==> src/rtl/axi4lite_slave_regfile.sv <==
// AXI4-Lite slave register bank.
// Registers 0..N-2 are read/write with byte strobes; register N-1 is a
// read-only count of completed OKAY writes. AW and W may arrive in either
// order or together; the write response follows the final handshake by one
// cycle. The read path is independent of the write path.
module axi4lite_slave_regfile #(
  parameter int ADDR_WIDTH = 2,
  parameter int DATA_WIDTH = 8
) (
  input  logic                                   clk,
  input  logic                                   rst_n,
  // write address channel
  input  logic [ADDR_WIDTH-1:0]                  s_awaddr,
  input  logic                                   s_awvalid,
  output logic                                   s_awready,
  // write data channel
  input  logic [DATA_WIDTH-1:0]                  s_wdata,
  input  logic [DATA_WIDTH/8-1:0]                s_wstrb,
  input  logic                                   s_wvalid,
  output logic                                   s_wready,
  // write response channel
  output logic [1:0]                             s_bresp,
  output logic                                   s_bvalid,
  input  logic                                   s_bready,
  // read address channel
  input  logic [ADDR_WIDTH-1:0]                  s_araddr,
  input  logic                                   s_arvalid,
  output logic                                   s_arready,
  // read data channel
  output logic [DATA_WIDTH-1:0]                  s_rdata,
  output logic [1:0]                             s_rresp,
  output logic                                   s_rvalid,
  input  logic                                   s_rready,
  // live register contents, register k at [k*DATA_WIDTH +: DATA_WIDTH]
  output logic [((2**ADDR_WIDTH)-1)*DATA_WIDTH-1:0] reg_out
);

  localparam int N      = 2 ** ADDR_WIDTH;
  localparam int STRB_W = DATA_WIDTH / 8;

  localparam logic [ADDR_WIDTH-1:0] CNT_ADDR = ADDR_WIDTH'(N - 1);
  localparam logic [1:0]            RESP_OKAY   = 2'b00;
  localparam logic [1:0]            RESP_SLVERR = 2'b10;

  // Write-side progress: which halves of the transaction are already held,
  // or whether a response is waiting for the master.
  typedef enum logic [1:0] {
    WR_IDLE = 2'b00,  // nothing held
    WR_ADDR = 2'b01,  // address held, waiting for data
    WR_DATA = 2'b10,  // data held, waiting for address
    WR_RESP = 2'b11   // response pending
  } wr_state_t;

  wr_state_t wr_state, wr_state_nxt;

  logic [DATA_WIDTH-1:0] regs [N-1];
  logic [DATA_WIDTH-1:0] wr_count;

  logic [ADDR_WIDTH-1:0] aw_addr_q;
  logic [DATA_WIDTH-1:0] w_data_q;
  logic [STRB_W-1:0]     w_strb_q;
  logic [1:0]            bresp_q;

  logic                  rvalid_q;
  logic [DATA_WIDTH-1:0] rdata_q;

  logic                  aw_hs, w_hs, ar_hs;
  logic                  commit;
  logic [ADDR_WIDTH-1:0] eff_addr;
  logic [DATA_WIDTH-1:0] eff_data;
  logic [STRB_W-1:0]     eff_strb;
  logic                  eff_is_cnt;
  logic [DATA_WIDTH-1:0] rd_word;

  // ---------------------------------------------------------------------------
  // Handshakes. Readies depend on state only, never on an incoming valid.
  // ---------------------------------------------------------------------------
  assign s_awready = (wr_state == WR_IDLE) || (wr_state == WR_DATA);
  assign s_wready  = (wr_state == WR_IDLE) || (wr_state == WR_ADDR);
  assign s_bvalid  = (wr_state == WR_RESP);
  assign s_bresp   = bresp_q;

  assign s_arready = !rvalid_q;
  assign s_rvalid  = rvalid_q;
  assign s_rdata   = rdata_q;
  assign s_rresp   = RESP_OKAY;

  assign aw_hs = s_awvalid && s_awready;
  assign w_hs  = s_wvalid  && s_wready;
  assign ar_hs = s_arvalid && s_arready;

  // The half that arrived earlier comes from its holding register, the half
  // completing on this edge comes straight from the bus.
  assign eff_addr   = (wr_state == WR_ADDR) ? aw_addr_q : s_awaddr;
  assign eff_data   = (wr_state == WR_DATA) ? w_data_q  : s_wdata;
  assign eff_strb   = (wr_state == WR_DATA) ? w_strb_q  : s_wstrb;
  assign eff_is_cnt = (eff_addr == CNT_ADDR);

  // ---------------------------------------------------------------------------
  // Write FSM: state register.
  // ---------------------------------------------------------------------------
  always_ff @(posedge clk or negedge rst_n) begin
    // NOTE: every clocked process uses non-blocking assignments so all
    // flops sample pre-edge values regardless of process ordering.
    if (!rst_n) wr_state <= WR_IDLE;
    else        wr_state <= wr_state_nxt;
  end

  // Write FSM: next state and the commit strobe.
  always_comb begin
    // NOTE: defaults first so every path assigns every output; no latches.
    wr_state_nxt = wr_state;
    commit       = 1'b0;
    unique case (wr_state)
      WR_IDLE: begin
        if (aw_hs && w_hs) begin
          wr_state_nxt = WR_RESP;
          commit       = 1'b1;
        end else if (aw_hs) begin
          wr_state_nxt = WR_ADDR;
        end else if (w_hs) begin
          wr_state_nxt = WR_DATA;
        end
      end
      WR_ADDR: begin
        if (w_hs) begin
          wr_state_nxt = WR_RESP;
          commit       = 1'b1;
        end
      end
      WR_DATA: begin
        if (aw_hs) begin
          wr_state_nxt = WR_RESP;
          commit       = 1'b1;
        end
      end
      WR_RESP: begin
        if (s_bready) wr_state_nxt = WR_IDLE;
      end
      default: wr_state_nxt = WR_IDLE;
    endcase
  end

  // Hold whichever half of a write arrives first.
  always_ff @(posedge clk or negedge rst_n) begin
    if (!rst_n) begin
      aw_addr_q <= '0;
      w_data_q  <= '0;
      w_strb_q  <= '0;
    end else begin
      if (aw_hs) aw_addr_q <= s_awaddr;
      if (w_hs) begin
        w_data_q <= s_wdata;
        w_strb_q <= s_wstrb;
      end
    end
  end

  // Write response code: set at commit, cleared once the master takes it.
  always_ff @(posedge clk or negedge rst_n) begin
    if (!rst_n) begin
      bresp_q <= RESP_OKAY;
    end else if (commit) begin
      bresp_q <= eff_is_cnt ? RESP_SLVERR : RESP_OKAY;
    end else if (s_bvalid && s_bready) begin
      bresp_q <= RESP_OKAY;
    end
  end

  // Register array update with byte strobes; the counter slot is never written.
  always_ff @(posedge clk or negedge rst_n) begin
    // NOTE: the bank is small and must read as zero after reset, so it is
    // built from resettable flops rather than a RAM macro.
    if (!rst_n) begin
      for (int k = 0; k < N - 1; k++) regs[k] <= '0;
    end else if (commit && !eff_is_cnt) begin
      for (int k = 0; k < N - 1; k++) begin
        if (eff_addr == ADDR_WIDTH'(k)) begin
          for (int b = 0; b < STRB_W; b++) begin
            if (eff_strb[b]) regs[k][b*8 +: 8] <= eff_data[b*8 +: 8];
          end
        end
      end
    end
  end

  // Completed-write counter; counts OKAY commits, including all-zero strobes.
  always_ff @(posedge clk or negedge rst_n) begin
    if (!rst_n)                     wr_count <= '0;
    else if (commit && !eff_is_cnt) wr_count <= wr_count + DATA_WIDTH'(1);
  end

  // ---------------------------------------------------------------------------
  // Read path.
  // ---------------------------------------------------------------------------
  // Read mux over current (pre-edge) contents, so a read racing a commit
  // returns the old value.
  always_comb begin
    rd_word = wr_count;
    for (int k = 0; k < N - 1; k++) begin
      if (s_araddr == ADDR_WIDTH'(k)) rd_word = regs[k];
    end
  end

  // Read data register: load on AR handshake, hold until the master takes it.
  always_ff @(posedge clk or negedge rst_n) begin
    if (!rst_n) begin
      rvalid_q <= 1'b0;
      rdata_q  <= '0;
    end else if (ar_hs) begin
      rvalid_q <= 1'b1;
      rdata_q  <= rd_word;
    end else if (rvalid_q && s_rready) begin
      rvalid_q <= 1'b0;
    end
  end

  // Flatten the read/write registers onto the live output bus.
  for (genvar g = 0; g < N - 1; g++) begin : g_reg_out
    assign reg_out[g*DATA_WIDTH +: DATA_WIDTH] = regs[g];
  end

endmodule

==> config.mk <==
export PLATFORM = sky130hd
export DESIGN_NAME = axi4lite_slave_regfile
export DESIGN_NICKNAME = d
export VERILOG_FILES = /design/src/rtl/axi4lite_slave_regfile.sv
export SDC_FILE = /design/constraint.sdc
export NUM_CORES = 1
export LEC_CHECK = 0
export BUFFER_PORTS_ARGS = -buffer_cell sky130_fd_sc_hd__buf_2
export CAP_MARGIN = 25
export CORE_MARGIN = 2
export CORE_UTILIZATION = 48
export DETAILED_ROUTE_END_ITERATION = 8
export GPL_TIMING_DRIVEN = 0
export PLACE_DENSITY = 0.75
export RECOVER_POWER = 50
export SLEW_MARGIN = 10
export SYNTH_ARGS = -nofsm -noshare
export SYNTH_HDL_FRONTEND = slang
export SYNTH_SLANG_ARGS = --single-unit
export TNS_END_PERCENT = 100
==> constraint.sdc <==
create_clock -name clk -period 1.93 [get_ports clk]
set_input_delay 0.0965 -clock clk [delete_from_list [all_inputs] [get_ports clk]]
set_output_delay 0.0965 -clock clk [all_outputs]
set_load 0.01 [all_outputs]
==> metrics.md, run 1 <==
| Metric | Value |
|---|---|
| Final setup fails | `0` |
| P_sw | `around 0.0019 W` |
| Power share of the clock group | `0.122` |
| CTS tree | `done` |
| RSZ-0062 raised after global routing | `true` |
| Area Overhead vs Synth | `23.6%` |
| CTS max path bufs | `2` |
| CP bufs+invs | `3` |
| Origin of the critical flop-to-flop path | `wr_state[1]` |
| DRT iter0 DRCs | `slightly above 80` |
| # IOs | `61` |
| Cells after synthesis | `193` |
| Number of synthesized flops with an enable pin | `0` |
| CP Launch Type | `flop` |
| Most used cell, CP | `nand3_4` |
| First-pass GRT wire length | `8490 um` |
| Initial antenna violation count | `0` |
| Pre-CTS setup slack | `-0.183 ns` |
| Synth warnings | `0` |
| Flop-to-flop setup slack | `between 0.02 and 0.025 ns` |
| Most frequent cell after synthesis | `dfrtp_1` |
| Final Util | `0.607` |
| Outcome | `finished, final reports clean` |
| # port buffers | `55` |
| Die ar. | `6220 um^2` |
| Final net count | `295` |
| Internal Power | `0.00328 W` |
| Ys flop type | `dfrtp_1` |
| Cell taking the most area after synthesis | `dfrtp_1` |
| Wire per inst | `between 15 and 20 um` |
| Lkg Pwr | `1.52 nW` |
| Post-synthesis register bit count | `55` |
| Fmax | `0.524 GHz` |
| Slew headroom | `0.497` |
| Commonest cells in the netlist | `dfrtp_1, mux2_2, mux4_2, inv_1` |
| Comb power frac | `0.479` |
| Filler cells | `471` |
| Reg2Reg Depth | `8` |
| Cts bufs inserted | `5` |
| Synth top area cells | `dfrtp_1, mux2_2, mux4_2` |
| Root Driver | `clkbuf_8` |
| H-tree Lvls | `2` |
| Fin crit share | `0.988` |
| Via-per-instance ratio | `5.38` |
| TritonRoute pass-1 iters | `4` |
| Worst EP arrival | `~2.1 ns` |
| Netlist Area Pre-Place | `2690 um^2` |
| Global Route Usage Sum | `0.178` |
| Avg Inst Size Synth | `13.9 um^2` |
| Grt ovf | `0` |
| Share of cells above drive strength 1 | `0.456` |
| Vias post-DR | `~1.8k` |
| Worst-path cell chain | `inv_2 > buf_12 > ha_4 > nand3_4 > a211oi_4 > buf_6 > nand3_4 > mux2_4` |
| Dpl cell area | `between 3000 and 4000 um^2` |
| Ant. Diodes | `0` |
| Hpwl dp | `3790 um` |
| Starting density of the core | `0.492` |
| Core Box Area | `5470 um^2` |
| Worst hold-check path type | `in -> reg` |
| Crit path launch | `wr_state[1]` |
| Die Y | `78.9 um` |
| Critical Path Slowest Stage Cell | `dfrtp_1` |
| Setup CP Type | `reg -> reg` |
| Largest fanout on the critical path | `8` |
| Num rows | `27` |
| Post-synthesis sequential area ratio | `0.512` |
| WHS | `0.0324 ns` |
| Worst clock skew | `0.00766 ns` |
| Peak supply drop | `a little under 0.001 V` |
| Gpl congestion | `0.794` |
| Period minus WS final | `1.91 ns` |
| Routed Antenna Nets | `0` |
| Library cells used by synthesis | `39` |
| Post-synth ARST share | `1.00` |
| PnR worst setup slack | `0.0231 ns` |
| CP required | `between 2 and 2.5 ns` |
| Top cell type's share of synthesized area | `0.512` |
| TritonCTS Sinks | `55` |
| Clk Latency, worst-skew pair | `approximately 0.30 ns` |
| Worst slew pin tran | `~0.75 ns` |
| # DRC | `0` |
| Cell area after layout | `3320 um^2` |
| Vias in the first global route | `1792` |
| Seq pwr share | `0.398` |
| DIE WIDTH | `78.9 um` |
| Critical Path Max Stage Delay | `0.43 ns` |
| CP Capture Type | `flop` |
| Post-Route WL | `roughly 5400 um` |
| Setup TNS | `0 ns` |
| Final Hold Fails | `0` |
| Delay-heaviest family, CP | `flip-flops` |
| End of the critical path | `reg_out[2]` |
| Sw frac | `0.367` |
| Critical R2R Capture | `reg_out[2]` |
| PD cells | `1560 nW/um^2` |
| Reg clk slew, reported paths | `~0.10 ns` |
| Largest net degree at the start of global routing | `33` |
| Max_cap viols | `0` |
| Fin. max-slew vios | `0` |
| Stages on worst setup path | `8` |
[worst min-delay path by stage]
stage | end | from | slack, ns | cells past startpoint
3_5_place_dp | w_data_q[4] | rst_n | 0.19 | 1
5_1_grt | w_data_q[5] | s_wdata[5] | 0.02 | 2
4_1_cts | w_data_q[1] | s_wdata[1] | 0.03 | 2
2_1_floorplan | aw_addr_q[0] | rst_n | -0.20 | 0
6_report | w_data_q[5] | s_wdata[5] | 0.03 | 2
3_3_place_gp | s_rvalid | s_rready | 0.27 | 2
[metal layers]
layer,share of wire,vias up,track usage,routed length (um)
met1,0.43,925,0.242,2330
met2,0.49,58,0.286,2660
li1,-,849,-,-
met5,0,-,0,0
met4,0.015,0,0.0621,80
met3,0.055,9,0.0352,296
[power by group through the flow]
stage / logic [W] / clock network (W) / registers, W
detailed placement: 0.00221 / 0 / 0.00207
global route: 0.00271 / 0.000702 / 0.00215
floorplan: 0.00140 / 0 / 0.00214
finish: 0.00248 / 0.000633 / 0.00206
CTS: 0.00230 / 0.000650 / 0.00205
global placement: 0.00215 / 0 / 0.00205
[stage by stage]
step,power [W],std cells
6_report,0.00518,342
5_1_grt,0.00556,342
4_1_cts,0.00499,334
3_5_place_dp,0.00427,323
3_3_place_gp,0.00420,322
2_1_floorplan,0.00354,195
[registers in the layout, summed over array words and instances, names as in the netlist]
name	count
wr_state	2
s_rvalid	1
w_strb_q	1
s_bresp	1
aw_addr_q	2
reg_out	24
w_data_q	8
s_rdata	8
wr_count	8
[layout by cell type, fill, tap and decap left out, types with 4 or more instances in the layout]
| cell | n |
|---|---|
| inv_1 | 5 |
| nand3_1 | 5 |
| nor3_1 | 4 |
| nand2_1 | 5 |
| buf_4 | 9 |
| mux4_2 | 8 |
| clkbuf_1 | 38 |
| xor2_1 | 5 |
| clkbuf_8 | 5 |
| buf_2 | 22 |
| dfrtp_1 | 55 |
| mux2_2 | 51 |
[cell families after synthesis]
logic type | share of synthesized area
AO/OA/AOI/OAI | 0.0316
XOR/XNOR | 0.0228
adder cells (fa/ha/maj) | 0.0279
buffers and inverters | 0.0316
flip-flops | 0.512
multiplexers | 0.304
other | 0.00139
AND/OR/NAND/NOR | 0.0693
[what timing repair did]
action | CTS | global route
setup endpoints to repair | 26 | 29
setup buffers | 1 | 7
gates cloned | 0 | 1
hold endpoints to repair | 32 | 0
resized for setup | 9 | 14
pin swaps | 1 | 2
hold buffers | 2 | 0
[layout make-up]
class                      instances  area (um^2)  area share
timing repair buffer              67          338       0.102
buffer                             9         62.6      0.0188
sequential                        55         1380       0.414
tap                               72         90.1      0.0271
clock inverter                     2         17.5     0.00527
clock buffer                       6         72.6      0.0218
inverter                           7         26.3     0.00790
multi-input combinational        124         1340       0.403
No activity file was read; power rests on OpenSTA's default activity.
==> run 2, diff against run 1 <==
--- a/config.mk
+++ b/config.mk
@@ -7,11 +7,13 @@
 export LEC_CHECK = 0
 export BUFFER_PORTS_ARGS = -buffer_cell sky130_fd_sc_hd__buf_2
 export CAP_MARGIN = 25
+export CELL_PAD_IN_SITES_DETAIL_PLACEMENT = 0
+export CELL_PAD_IN_SITES_GLOBAL_PLACEMENT = 1
 export CORE_MARGIN = 2
-export CORE_UTILIZATION = 48
+export CORE_UTILIZATION = 39
 export DETAILED_ROUTE_END_ITERATION = 8
 export GPL_TIMING_DRIVEN = 0
-export PLACE_DENSITY = 0.75
+export PLACE_DENSITY_LB_ADDON = 0.1
 export RECOVER_POWER = 50
 export SLEW_MARGIN = 10
 export SYNTH_ARGS = -nofsm -noshare
==> run 2 against run 1 <==
Net effect:
- first-iteration DRC count is 32% lower
- final cell count rose by 1.5%
- global-route usage decreased by 1.3 points
- clock skew increased by 0.0037 ns
- clock-buffer cell count is 1 lower
- register-to-register slack better by 0.02 ns
- wire length increased by 7.9%
- critical path depth did not move
- critical endpoint is now wr_count[1]
- largest cell class unchanged
- largest power group unchanged
- highest routed layer unchanged
==> metrics.md, run 2 (synthesis gave the netlist of run 1 again) <==
| Metric | Value |
|---|---|
| Area Overhead vs Synth | `23.7%` |
| Via-per-instance ratio | `5.10 (-5.2%)` |
| Core Box Area | `6720 um^2 (+23%)` |
| Reg clk slew, reported paths | `0.10 ns (about the same)` |
| Setup CP Type | `reg -> reg` |
| Cts bufs inserted | `5 (unchanged)` |
| Delay-heaviest family, CP | `flip-flops` |
| Num rows | `30 (+11%)` |
| Share of cells above drive strength 1 | `0.521 (+0.0650)` |
| First-pass GRT wire length | `9440 um (+11%)` |
| CTS max path bufs | `2 (unchanged)` |
| Worst clock skew | `0.0113 ns (+0.00368 ns)` |
| Period minus WS final | `1.89 ns (-0.0209 ns)` |
| CP Launch Type | `flop` |
| Max_cap viols | `0 (unchanged)` |
| Vias post-DR | `1770 (-3.9%)` |
| Die ar. | `7580 um^2 (+22%)` |
| Most used cell, CP | `buf_6` |
| Final net count | `292 (-1.0%)` |
| Fin. max-slew vios | `0 (unchanged)` |
| Commonest cells after routing, fill and taps aside | `dfrtp_1, mux2_2, buf_2` |
| TritonRoute pass-1 iters | `4 (unchanged)` |
| Hold Path Origin | `s_wdata[4]` |
| Largest net degree at the start of global routing | `56 (+70%)` |
| Power, Total | `0.00516 W (-0.39%)` |
| Critical Path Max Stage Delay | `0.42 ns (about the same)` |
| Lkg Pwr | `1.55 nW (+2.4%)` |
| Grt ovf | `0 (unchanged)` |
| Post-Route WL | `5790 um (+7.9%)` |
| Clk Latency, worst-skew pair | `0.31 ns (about the same)` |
| CTS tree | `done` |
| Global Route Usage Sum | `0.165 (-0.0129)` |
| Fin crit share | `0.977 (-0.0108)` |
| # IOs | `61 (unchanged)` |
| Starting density of the core | `0.400 (-0.0912)` |
| PnR worst setup slack | `0.0440 ns (+0.0209 ns)` |
| RSZ-0062 raised after global routing | `true` |
| Fmax | `0.530 GHz (+1.1%)` |
| Pre-CTS setup slack | `-0.205 ns (-0.0216 ns)` |
| Ant. Diodes | `0 (unchanged)` |
| Critical Path Slowest Stage Cell | `dfrtp_1` |
| Wire per inst | `16.7 um (+6.4%)` |
| DIE WIDTH | `87.1 um (+10%)` |
| # port buffers | `55 (unchanged)` |
| Hpwl dp | `4060 um (+7.1%)` |
| Worst hold-check path type | `in -> reg` |
| Root Driver | `clkbuf_8` |
| Worst EP arrival | `2.09 ns (about the same)` |
| Die Y | `87.1 um (+10%)` |
| # DRC | `0 (unchanged)` |
| Most common cell after layout, fill and taps aside | `dfrtp_1` |
| Vias in the first global route | `1866 (+4.1%)` |
| Final setup fails | `0 (unchanged)` |
| Largest fanout on the critical path | `9 (+1)` |
| DRT iter0 DRCs | `56 (-32%)` |
| Worst-path cell chain | `inv_2 > ha_4 > buf_6 > a22oi_2 > a21o_1 > buf_6 > or2_1 > mux2_1` |
| Final Hold Fails | `0 (unchanged)` |
| Worst slew pin tran | `1.37 ns (+0.615 ns)` |
| PD cells | `1550 nW/um^2 (-0.50%)` |
| Setup TNS | `0 ns (unchanged)` |
| Gpl congestion | `0.729 (-8.2%)` |
| Peak supply drop | `0.000725 V (-25%)` |
| Routed Antenna Nets | `0 (unchanged)` |
| Initial antenna violation count | `0 (unchanged)` |
| Crit path launch | `wr_state[1]` |
| Max reg flops | `24 (unchanged)` |
| Origin of the critical flop-to-flop path | `wr_state[1]` |
| CP Capture Type | `flop` |
| Slew headroom | `0.0867 (-0.410)` |
| CP required | `2.13 ns (about the same)` |
| TritonCTS Sinks | `55 (unchanged)` |
| Outcome | `finished, final reports clean` |
| H-tree Lvls | `2 (unchanged)` |
| CP bufs+invs | `3 (unchanged)` |
==> run 2: layer usage <==
metal | GRT usage | up-vias | share of wire
met5 | 0 | - | 0
met4 | 0.0341 | 0 | 0.0095
met3 | 0.0389 | 5 | 0.040
met2 | 0.282 | 40 | 0.49
met1 | 0.213 | 883 | 0.46
li1 | - | 842 | -
==> run 2: worst paths after layout <==
| check | to | slack (ns) | cells past startpoint |
|---|---|---|---|
| setup reg to reg | wr_count[1] | 0.04 | 8 |
| hold reg to reg | wr_count[6] | 0.51 | 1 |
| hold / removal | w_data_q[4] | 0.03 | 2 |
| setup / recovery | wr_count[1] | 0.04 | 8 |
| min in group asynchronous | reg_out[7] | 0.63 | 2 |
| max in group asynchronous | wr_count[0] | 0.48 | 2 |
==> run 2: report_power, final <==
part / internal (W) / switching, W / leakage (nW) / total, W
clock: 0.000260 / 0.000391 / 0.0443 / 0.000652
combinational: 0.00133 / 0.00112 / 0.832 / 0.00245
sequential: 0.00167 / 0.000391 / 0.678 / 0.00206
==> run 2: repair_timing <==
| action | 4_1_cts | 5_1_grt |
|---|---|---|
| buffers inserted | 3 | 3 |
| gates resized for setup | 13 | 10 |
| hold endpoints to repair | 56 | 0 |
| pin swaps | 1 | 1 |
| endpoints found under the setup margin | 26 | 22 |
| hold buffers | 2 | 0 |
| cloned | 0 | 1 |
==> run 2: per-stage QoR <==
step                      std cells  hold slack [ns]   util  area (um^2)
final                           347           0.0307  0.495         3330
after global routing            347           0.0267  0.495         3330
after CTS                       343           0.0271  0.487         3270
after detailed placement        330            0.204  0.458         3080
after global placement          330            0.278  0.457         3070
after floorplan                 195           -0.199      -         2700
==> run 2: cell type report <==
cell class | count | area (um^2)
Clock inverter | 3 | 25.0
Timing Repair Buffer | 64 | 329
Inverter | 7 | 26.3
Tap cell | 80 | 100
Sequential cell | 55 | 1380
Clock buffer | 5 | 68.8
Multi-Input combinational cell | 124 | 1340
Fill cell | 617 | 3390
Buffer | 9 | 65.1
